===== src/rtl/pipe_ctrl_pkg.sv =====
// Shared types and constants for the pipeline sequencing controller.
// Holds the controller state encoding, the hardwired-zero register index and the wait-counter width.
package pipe_ctrl_pkg;

    typedef enum logic {
        RUN      = 1'b0,
        MUL_WAIT = 1'b1
    } ctrlState_e;

    localparam logic [4:0] REG_ZERO = 5'd0;

    // Wide enough for MUL_LATENCY-2 with MUL_LATENCY up to 16.
    localparam int CNT_BITS = 4;

endpackage


===== src/rtl/load_use_detect.sv =====
// Load-use hazard comparator: flags an ID-stage source that the load in EX has not yet written.
// Purely combinational; a load to $0 never creates a hazard.
module load_use_detect
    import pipe_ctrl_pkg::*;
(
    input  logic       memRead,
    input  logic [4:0] exRt,
    input  logic [4:0] idRs,
    input  logic [4:0] idRt,
    output logic       hazard
);

    always_comb begin
        hazard = memRead && (exRt != REG_ZERO) && ((exRt == idRs) || (exRt == idRt));
    end

endmodule


===== src/rtl/hazard_control_unit.sv =====
// Pipeline sequencing controller: load-use stalls, taken-branch flushes and multiply freezes.
// Also keeps a saturating count of cycles in which the PC was held.
module hazard_control_unit
    import pipe_ctrl_pkg::*;
#(
    parameter int MUL_LATENCY = 4,
    parameter int CNT_W       = 16
) (
    input  logic             clk,
    input  logic             reset,
    input  logic             ID_EX_MemRead,
    input  logic [4:0]       ID_EX_RegisterRt,
    input  logic             ID_EX_IsMul,
    input  logic [4:0]       IF_ID_RegisterRs,
    input  logic [4:0]       IF_ID_RegisterRt,
    input  logic             EX_BranchTaken,
    output logic             PCWrite,
    output logic             IF_ID_Write,
    output logic             ID_EX_Write,
    output logic             IF_ID_Flush,
    output logic             ID_EX_Bubble,
    output logic             EX_MEM_Bubble,
    output logic             mul_start,
    output logic             mul_busy,
    output logic [CNT_W-1:0] stall_cycles
);

    // Loading MUL_LATENCY-2 makes the freeze last MUL_LATENCY-1 cycles, the last wait cycle releasing it.
    localparam logic [CNT_BITS-1:0] MUL_WAIT_INIT =
        (MUL_LATENCY > 1) ? CNT_BITS'(MUL_LATENCY - 2) : '0;
    localparam bit MUL_STALLS = (MUL_LATENCY > 1);

    ctrlState_e            state;
    ctrlState_e            stateNext;
    logic [CNT_BITS-1:0]   cnt;
    logic [CNT_BITS-1:0]   cntNext;
    logic                  loadUseHazard;

    function automatic logic [CNT_W-1:0] satInc(input logic [CNT_W-1:0] val);
        return (val == {CNT_W{1'b1}}) ? val : val + 1'b1;
    endfunction

    load_use_detect uLoadUse (
        .memRead (ID_EX_MemRead),
        .exRt    (ID_EX_RegisterRt),
        .idRs    (IF_ID_RegisterRs),
        .idRt    (IF_ID_RegisterRt),
        .hazard  (loadUseHazard)
    );

    always_ff @(posedge clk) begin
        if (reset) begin
            state        <= RUN;
            cnt          <= '0;
            stall_cycles <= '0;
        end else begin
            state <= stateNext;
            cnt   <= cntNext;
            if (!PCWrite) begin
                stall_cycles <= satInc(stall_cycles);
            end
        end
    end

    always_comb begin
        stateNext     = state;
        cntNext       = cnt;
        PCWrite       = 1'b1;
        IF_ID_Write   = 1'b1;
        ID_EX_Write   = 1'b1;
        IF_ID_Flush   = 1'b0;
        ID_EX_Bubble  = 1'b0;
        EX_MEM_Bubble = 1'b0;
        mul_start     = 1'b0;
        mul_busy      = 1'b0;

        if (!reset) begin
            unique case (state)
                RUN: begin
                    // A taken branch squashes the younger instructions, so any stall is moot.
                    if (EX_BranchTaken) begin
                        IF_ID_Flush  = 1'b1;
                        ID_EX_Bubble = 1'b1;
                    end else if (ID_EX_IsMul) begin
                        mul_start = 1'b1;
                        if (MUL_STALLS) begin
                            PCWrite       = 1'b0;
                            IF_ID_Write   = 1'b0;
                            ID_EX_Write   = 1'b0;
                            EX_MEM_Bubble = 1'b1;
                            stateNext     = MUL_WAIT;
                            cntNext       = MUL_WAIT_INIT;
                        end
                    end else if (loadUseHazard) begin
                        PCWrite      = 1'b0;
                        IF_ID_Write  = 1'b0;
                        ID_EX_Bubble = 1'b1;
                    end
                end
                MUL_WAIT: begin
                    mul_busy = 1'b1;
                    if (cnt != '0) begin
                        PCWrite       = 1'b0;
                        IF_ID_Write   = 1'b0;
                        ID_EX_Write   = 1'b0;
                        EX_MEM_Bubble = 1'b1;
                        cntNext       = cnt - 1'b1;
                    end else begin
                        stateNext = RUN;
                    end
                end
                default: begin
                    stateNext = RUN;
                end
            endcase
        end
    end

endmodule


===== config.mk =====
export PLATFORM = sky130hd
export DESIGN_NAME = hazard_control_unit
export DESIGN_NICKNAME = d
export VERILOG_FILES = /design/src/rtl/pipe_ctrl_pkg.sv /design/src/rtl/load_use_detect.sv /design/src/rtl/hazard_control_unit.sv
export SDC_FILE = /design/constraint.sdc
export NUM_CORES = 1
export LEC_CHECK = 0
export BUFFER_PORTS_ARGS = -buffer_cell sky130_fd_sc_hd__buf_2
export CAP_MARGIN = 20
export CORE_UTILIZATION = 40
export DETAILED_ROUTE_END_ITERATION = 10
export PLACE_DENSITY = 0.7
export REMOVE_ABC_BUFFERS = 1
export SLEW_MARGIN = 5
export SYNTH_ARGS = -nofsm -noshare
export SYNTH_HDL_FRONTEND = slang
export SYNTH_HIERARCHICAL = 1
export SYNTH_SLANG_ARGS = --single-unit

===== constraint.sdc =====
create_clock -name clk -period 4.4 [get_ports clk]
set_input_delay 0.22 -clock clk [delete_from_list [all_inputs] [get_ports clk]]
set_output_delay 0.22 -clock clk [all_outputs]
set_load 0.02 [all_outputs]

; ---- After elaboration in Yosys (flattened, before gate mapping)
; Cells that the tools add are included.
[op_classes]
n_addsub = 2
n_eq_ne = 6
n_mux = 31
n_reduce_logical = 7
n_bitwise = 3
[ops]
columns = operator, n
row1 = 2-to-1 mux 1 bit, 24
row2 = adder 16 x 1 -> 16 bit (second input constant), 1
row3 = equality test 16 bit (second input constant), 1
row4 = 2-to-1 mux 4 bit, 3
row5 = equality test 5 bit, 2
row6 = case mux 4 bit (2 select lines), 1
row7 = case mux 1 bit (2 select lines), 3
row8 = nonzero test 5 bit, 1
row9 = inequality test 2 bit (second input constant), 2
row10 = nonzero test 4 bit, 1
row11 = subtractor 4 x 1 -> 4 bit (second input constant), 1
row12 = NOT 1 bit, 3
row13 = AND reduction 3 bit, 1
row14 = logical AND 1 bit, 2
row15 = inequality test 2 x 1 -> 1 bit (second input constant), 1
row16 = AND reduction 2 bit, 1
row17 = logical OR 1 bit, 1
[totals]
out_inout_bits = 24
reg_bits = 21
wordCells = 52

; ---- Depth between registers and ports, before layout
; Gate-level depths: netlist (run 1).
[depth]
depth_word = 10
depth_mapped = 10

; ---- Modules after synthesis
; Netlist (run 1), hierarchy kept.
[modules_own_cells]
columns = module, cells_each, instances, area_each_um2
row1 = hazard_control_unit, 136, 1, 1199.9
row2 = load_use_detect, 17, 1, 125.1

; ---- Worst setup path after synthesis (run 1)
; Ideal clock, no wire load.
[synth_timing]
path_type = input port to flip-flop
from = input ID_EX_RegisterRt[0]
to = register stall_cycles[8]
t_arrival_ps = 1960
setup_time_ps = 121
path_slack_ps = 2319
path_buffers = 0
cell_stages = 9
cell_sequence = xor2_1 > nor3_1 > nand3_1 > a21oi_1 > o21bai_1 > a211oi_4 > inv_2 > nor4b_1 > mux2_2
[synth_via]
elab_chain_cells = 10
[synth_lines]
columns = element, line_no
row1 = from (decl), hazard_control_unit.sv:12  ; input logic [4:0] ID_EX_RegisterRt,
row2 = equality test 5 bit / nonzero test 5 bit (equally long branches), load_use_detect.sv:14  ; hazard = memRead && (exRt != REG_ZERO) && ((exRt == idRs) || (exRt == idRt));
row3 = logical OR 1 bit / logical AND 1 bit (equally long branches), load_use_detect.sv:14
row4 = logical AND 1 bit (*), load_use_detect.sv:14
row5 = named net loadUseHazard, hazard_control_unit.sv:37  ; logic loadUseHazard;
row6 = 2-to-1 mux 1 bit (*), hazard_control_unit.sv:94  ; end else if (loadUseHazard) begin
row7 = 2-to-1 mux 1 bit (*), hazard_control_unit.sv:84  ; end else if (ID_EX_IsMul) begin
row8 = 2-to-1 mux 1 bit (*), hazard_control_unit.sv:81  ; if (EX_BranchTaken) begin
row9 = case mux 1 bit (2 select lines) (*), hazard_control_unit.sv:78  ; unique case (state)
row10 = 2-to-1 mux 1 bit (*), hazard_control_unit.sv:77  ; if (!reset) begin
row11 = NOT 1 bit (no line) (*), -
row12 = AND reduction 2 bit (no line) (*), -
row13 = to (signal assigned), hazard_control_unit.sv:60  ; stall_cycles <= satInc(stall_cycles);
row14 = to (decl), hazard_control_unit.sv:25  ; output logic [CNT_W-1:0] stall_cycles
; Mark *: on every way through the listed nets, which the timed path passes. The rest lies on a longest branch.
; A chain may end at the register's enable or synchronous reset.

; ---- Worst setup path in the final report (run 1)
[layout_timing]
from = input ID_EX_RegisterRt[0]
to = register stall_cycles[13]
; The elaborated chain is that of the path after synthesis.

==> results of run 1 <==
==> cells by family after synthesis <==
group                      after synthesis  synth area share, %
and+or+nand+nor                         63                29.93
adders and majority gates                3                2.833
muxes                                    5                4.060
DFF                                     21                31.73
buffers and inverters                   17                5.854
xor gates and xnor gates                10                6.610
AOI/OAI and AO/OA                       34                18.98
==> metal layers <==
layer,vias to the layer above,routed length [µm]
met5,-,0
met4,0,49
met3,5,130
met2,39,1460
met1,625,1454
li1,660,-
==> power groups by stage <==
| stage | clock (W) | combinational, W | sequential [W] |
|---|---|---|---|
| final | 0.0000954 | 0.0000735 | 0.000199 |
| after global placement | 0 | 0.0000708 | 0.000203 |
| after global routing | 0.000108 | 0.0000820 | 0.000200 |
| after floorplan | 0 | 0.0000440 | 0.000204 |
| after CTS | 0.0000971 | 0.0000739 | 0.000199 |
| after detailed placement | 0 | 0.0000736 | 0.000203 |
==> sequential cells by signal (all words and copies together), names as in the netlist <==
name and flops:
stall_cycles 16, cnt 4, state 1
==> per-stage QoR <==
step                hold WS, ns  instances  cell area [µm²]  power (W)
floorplan                0.2891        145             1281  0.0002476
global placement         0.4887        232             1551  0.0002739
detailed placement       0.4892        232             1551  0.0002767
CTS                      0.3255        236             1578  0.0003698
global route             0.3288        236             1578  0.0003900
finish                   0.3339        236             1578  0.0003678
==> path summary, 6_finish.rpt <==
check / startpoint / to / slack, ns / cells past startpoint
worst min-delay path: reset / stall_cycles[11] / 0.33 / 2
worst min register to register: stall_cycles[10] / stall_cycles[10] / 0.51 / 2
worst max register to register: cnt[0] / stall_cycles[13] / 2.14 / 7
worst max-delay path: ID_EX_RegisterRt[0] / stall_cycles[13] / 2.11 / 10
==> cell type report <==
cell class / count / area share, %
clock buffer: 4 / 1.665
tap: 44 / 3.489
inverter: 9 / 2.141
timing repair buffer: 43 / 13.64
sequential: 21 / 26.65
multi-input combinational: 115 / 52.42
==> synthesized netlist by cell type (4+ instances only) <==
cell type / n / share of area [%]
a21oi_1: 10 / 3.8
nand2b_1: 4 / 1.9
nor2_1: 6 / 1.7
dfxtp_1: 21 / 32
nor3_1: 10 / 3.8
nand2_1: 7 / 2.0
and3_1: 4 / 1.9
xor2_1: 6 / 4.0
nand4_1: 6 / 2.8
o311ai_0: 4 / 2.6
xnor2_1: 4 / 2.6
clkbuf_1: 4 / 1.1
inv_1: 8 / 2.3
nand3_1: 6 / 2.3
==> impl_results.md, run 1 <==
* Initial antenna violation count at 0
* Number of port buffers at 43
* Commonest non-fill, non-tap cells in the layout: buf_2 (43), dfxtp_1 (21), nor3_1 (10), a21oi_1 (10), inv_1 (8)
* Slowest CP cell: nor4_1
* CP arrival at roughly 2.5 ns
* Maxcap violations at 0
* Final nets at roughly 220
* Clock-pin slew on the worst setup and hold paths at around 0.13 ns
* Worst IR drop on VDD at roughly 83 µV
* Crit share post-route at 52.02%
* Status: finished, final reports clean
* Final HPWL DP at roughly 2300 µm
* Async SR Flop Fraction at 0%
* Worst Skew at approximately 0.014 ns
* Worst skew pair latency at 0.31 ns
* Final Wtd Congestion at slightly above 0.9
* Top Usage Layer GRT: met2
* Pint at approximately 0.00026 W
* Grt met2 use at between 30% and 40%
* Min Tclk post-route at ~2.3 ns
* Hold WC Path Type: primary input to flop
* TritonCTS sink count at 21
* Achievable clock frequency at 436.9 MHz
* Fin. Hold Viols at 0
* Top FF cell, synth: dfxtp_1
* Pre-Repair DR Iteration Count at 4
* Largest net degree at the start of global routing at 27
* Clock root buffer master: clkbuf_4
* Logic pwr share at around a fifth
* Setup Buffers After CTS at 0
* Synth warn at 6
* Register Area at ~420 µm²
* Multi-input gate area at a little over 800 µm²
* Total core area at just over 0.003 mm²
* Vias in the first global route at about 1,200
* Final setup viols at 0
* CTS Buffer Depth at 2
* Post-cts sizing count at 0
* Crit-path cells: buf_2, xor2_1, nor3_1, nand3_1, a21oi_1, o21bai_1, a211oi_4, inv_2, nor4_1, mux2_2
* Worst setup SP type: primary input
* Die width at just under 60 µm
* Maximum fanout along the worst path at 26
* Share of cells above drive strength 1 at around 29%
* Clock group share of total power at between 20 and 30%
* Global Route Usage Sum at about a fifth
* Relative slew slack at 43.35%
* Die Ht at 59.56 µm
* Final sum of negative setup slack at 0 ns
* ANT cells at 0
* Slew at the pin with the worst max-slew slack at between 0.8 and 0.9 ns
* Worst slack at placement at approximately 1.8 ns
* Worst setup margin at about 2.1 ns
* Vias per cell at around 5.6
* CTS tree: built
* First-pass GRT wire length at about 5500 µm
* Count of different cell masters after synthesis at between 40 and 50
* Max stage delay on crit path at 0.38 ns
* DRC at 0
* Mapped Cells at between 150 and 200
* Crit Path Class: primary input to flop
* # IOs at 44
* Initial DRC count at 38
* Critical Path RT at about 4.6 ns
* Die Area at roughly 0.0035 mm²
* Core Util, Final at 50.85%
* Most common cell after layout, fill and taps aside: buf_2
* Total gr overflow at 0
* Routing usage on met1 at 27.06%
* Initial core utilization at between 40 and 50%
* P per Cell Area at between 200 and 250 mW/mm²
* Total routed wirelength at approximately 3100 µm
* H-tree depth at 1
* Crit path buf inv count at 2
* Leakage at roughly 0.65 nW
* Met3 Usage GRT at 1.965%
* RSZ-0062 raised after global routing: false
* FILL cells at 324
* Top delay family on crit path: compound AO/OA/AOI/OAI gates
* Syn_area_per_cell at 8.660 µm²
* Pins Over Slew Limit at 0
* Post-synth EDFFs at 0
* Critical path endpoint category: flop
* Synth-to-layout area growth at 19.07%
* DR vias at approximately 1,300
* Per-cell routed wire length at approximately 13 µm
* Final antenna-violating net count at 0
* Row count at 20
* Sequential power share at between 50% and 60%
* Yosys reg bits at 21
* Sw Pwr at 0.0001082 W
* Post-synth design cell area at 0.001325 mm²
* CTS Buf Count at 3
* Post-synthesis sequential area ratio at a little under a third
* Switching part of the total at approximately 30%
* CTS Hold Buffers Added at 0
Power figures use the tool's default switching activity.
==> run 2, diff against run 1 <==
==> constraint.sdc (replaced) <==
create_clock -name clk -period 2.3 [get_ports clk]
set_input_delay 0.115 -clock clk [delete_from_list [all_inputs] [get_ports clk]]
set_output_delay 0.115 -clock clk [all_outputs]
set_load 0.02 [all_outputs]
==> run 2 against run 1 <==
Against the previous run:
- clock-buffer cell count unchanged
- critical endpoint unchanged
- cell area increased by 3.3%
- die area unchanged
- clock skew down 0.0075 ns
- final cell count is 3.0% higher
- core utilization is 1.7 points higher
- critical path type is now flop to flop
- clock power is 88% higher
- critical path depth shrank 3
- setup slack got worse by 1.9 ns
==> impl_results.md, run 2 (same netlist as run 1, synthesis figures left out) <==
* CP Launch Point: cnt[0]
* Final antenna-violating net count at 0 (unchanged)
* Die Ht at 59.56 µm (unchanged)
* # placed instances at 239 (+3.0%)
* Share of cells above drive strength 1 at 31.16% (+2.5 points)
* TritonCTS sink count at 21 (unchanged)
* Fin. Hold Viols at 0 (unchanged)
* Final HPWL DP at 2463 µm (+4.9%)
* Hold WC Path Type: primary input to flop
* Worst IR drop on VDD at 209.3 µV (+150%)
* H-tree depth at 1 (unchanged)
* Clock-pin slew on the worst setup and hold paths at 0.12 ns (about the same)
* Top reg by flops: stall_cycles
* ANT cells at 0 (unchanged)
* RSZ-0062 raised after global routing: false
* Final Wtd Congestion at 0.9225 (-0.22%)
* Setup crit end: stall_cycles[13]
* R2R Path End: stall_cycles[13]
* Multi-input gate area at 827.0 µm² (unchanged)
* Synth-to-layout area growth at 23.04%
* Post-cts sizing count at 0 (unchanged)
* Clock root buffer master: clkbuf_4
* Vias per cell at 5.506 (-2.2%)
* Most common cell after layout, fill and taps aside: buf_2
* Final non-filler cell total at 243 (+3.0%)
* Total Power at 0.0007115 W (+93%)
* Maximum fanout along the worst path at 14 (-46%)
* CP arrival at 2.28 ns (-0.23 ns)
* Worst Skew at 0.006949 ns (-0.007536 ns)
* Status: finished, final reports clean
* Min Tclk post-route at between 2 and 2.5 ns
* Top flop regs: stall_cycles: 16 flops, cnt: 4 flops, state: 1 flops
* Per-cell routed wire length at 13.30 µm (+1.4%)
* Register Area at 420.4 µm² (unchanged)
* P per Cell Area at 436.4 mW/mm² (+87%)
* Row count at 20 (unchanged)
* Final setup viols at 0 (unchanged)
* Launching point of the worst reg2reg path: cnt[0]
* Pre-Repair DR Iteration Count at 4 (unchanged)
* DR vias at 1,338 (+0.68%)
* Initial DRC count at 27 (-29%)
* Vias in the first global route at 1,179 (-4.4%)
* Max reg flops at 16 (unchanged)
* Achievable clock frequency at ~480 MHz
* CTS Hold Buffers Added at 0 (unchanged)
* Crit share post-route at 90.09%
* CTS Buffer Depth at 2 (unchanged)
* Die width at 59.56 µm (unchanged)
* Crit Path Class: flop to flop
* CTS Buf Count at 3 (unchanged)
* Initial antenna violation count at 0 (unchanged)
* Core Util, Final at 52.54% (+1.7 points)
* Worst setup SP type: flop
* Die Area at 0.003547 mm² (unchanged)
* Hold depth at 4 (+2)
* Worst skew pair latency at 0.30 ns (about the same)
* # IOs at 44 (unchanged)
* Relative slew slack at 72.40% (+29 points)
* FILL cells at 315 (-2.8%)
* Global Route Usage Sum at 19.16% (-0.76 points)
* Setup Buffers After CTS at 0 (unchanged)
* DRC at 0 (unchanged)
* Cells on worst reg2reg path at 7 (unchanged)
* Critical Path RT at 2.51 ns (-2.11 ns)
* Pins Over Slew Limit at 0 (unchanged)
* Final sum of negative setup slack at 0 ns (unchanged)
* First-pass GRT wire length at 5223 µm (-5.0%)
* Number of port buffers at 43 (unchanged)
* Critical path endpoint category: flop
* Total gr overflow at 0 (unchanged)
* Slew at the pin with the worst max-slew slack at 0.4109 ns (-0.4325 ns)
* Leakage at 0.6854 nW (+5.0%)
* Total routed wirelength at 3232 µm (+4.4%)
* Reg2reg setup slack at 0.23 ns (-1.91 ns)
* Commonest non-fill, non-tap cells in the layout: buf_2 (43), dfxtp_1 (21), nor3_1 (10), a21oi_1 (10), inv_1 (8)
* Initial core utilization at 42.70% (unchanged)
* Total core area at 0.003103 mm² (unchanged)
* Largest net degree at the start of global routing at 21 (-22%)
* Final nets at 223 (+3.2%)
* Maxcap violations at 0 (unchanged)
* CTS tree: built
run 2: layout make-up:
class	count	share of cell area [%]
clock buffers	4	1.612
multi-input cells	115	50.73
repair buffers	50	16.42
inverters	9	2.072
well taps	44	3.377
flip-flops and latches	21	25.79
run 2: worst min path at each step:
stage / slack (ns) / startpoint / end
finish: 0.25 / ID_EX_IsMul / cnt[3]
global route: 0.27 / ID_EX_IsMul / cnt[3]
CTS: 0.24 / ID_EX_IsMul / cnt[3]
detailed placement: 0.50 / stall_cycles[10] / stall_cycles[10]
global placement: 0.49 / cnt[3] / cnt[3]
floorplan: 0.18 / reset / cnt[2]
run 2: power breakdown:
group / total (W) / switching (W) / internal [W] / leakage, nW
Sequential: 0.000381 / 0.00000882 / 0.000372 / 0.170
Clock: 0.000179 / 0.000112 / 0.0000675 / 0.0150
Combinational: 0.000151 / 0.0000864 / 0.0000645 / 0.500
Total: 0.000711 / 0.000207 / 0.000504 / 0.685
run 2: metal layers:
metal	vias up	GRT usage, %	wire [µm]	part of all wire, %
li1	666	-	-	-
met1	643	24.63	1509	47
met2	25	32.74	1614	50
met3	4	2.838	68	2.1
met4	0	6.312	39	1.2
met5	-	0	0	0
run 2: critical path, stage by stage, from the launching register on:
cell	delay, ns
dfxtp_1	0.35
inv_1	0.08
ha_1	0.22
and4bb_4	0.22
a211oi_4	0.23
inv_2	0.15
nor4_1	0.36
mux2_2	0.37
run 2: metrics by stage:
| step | hold WS, ns | cell area (µm²) | setup WS, ns |
|---|---|---|---|
| after CTS | 0.2449 | 1630 | 0.2364 |
| after global routing | 0.2705 | 1630 | 0.1217 |
| after floorplan | 0.1841 | 1281 | 0.1334 |
| after global placement | 0.4938 | 1604 | 0.07394 |
| after detailed placement | 0.4952 | 1604 | 0.06185 |
| final | 0.2468 | 1630 | 0.2280 |
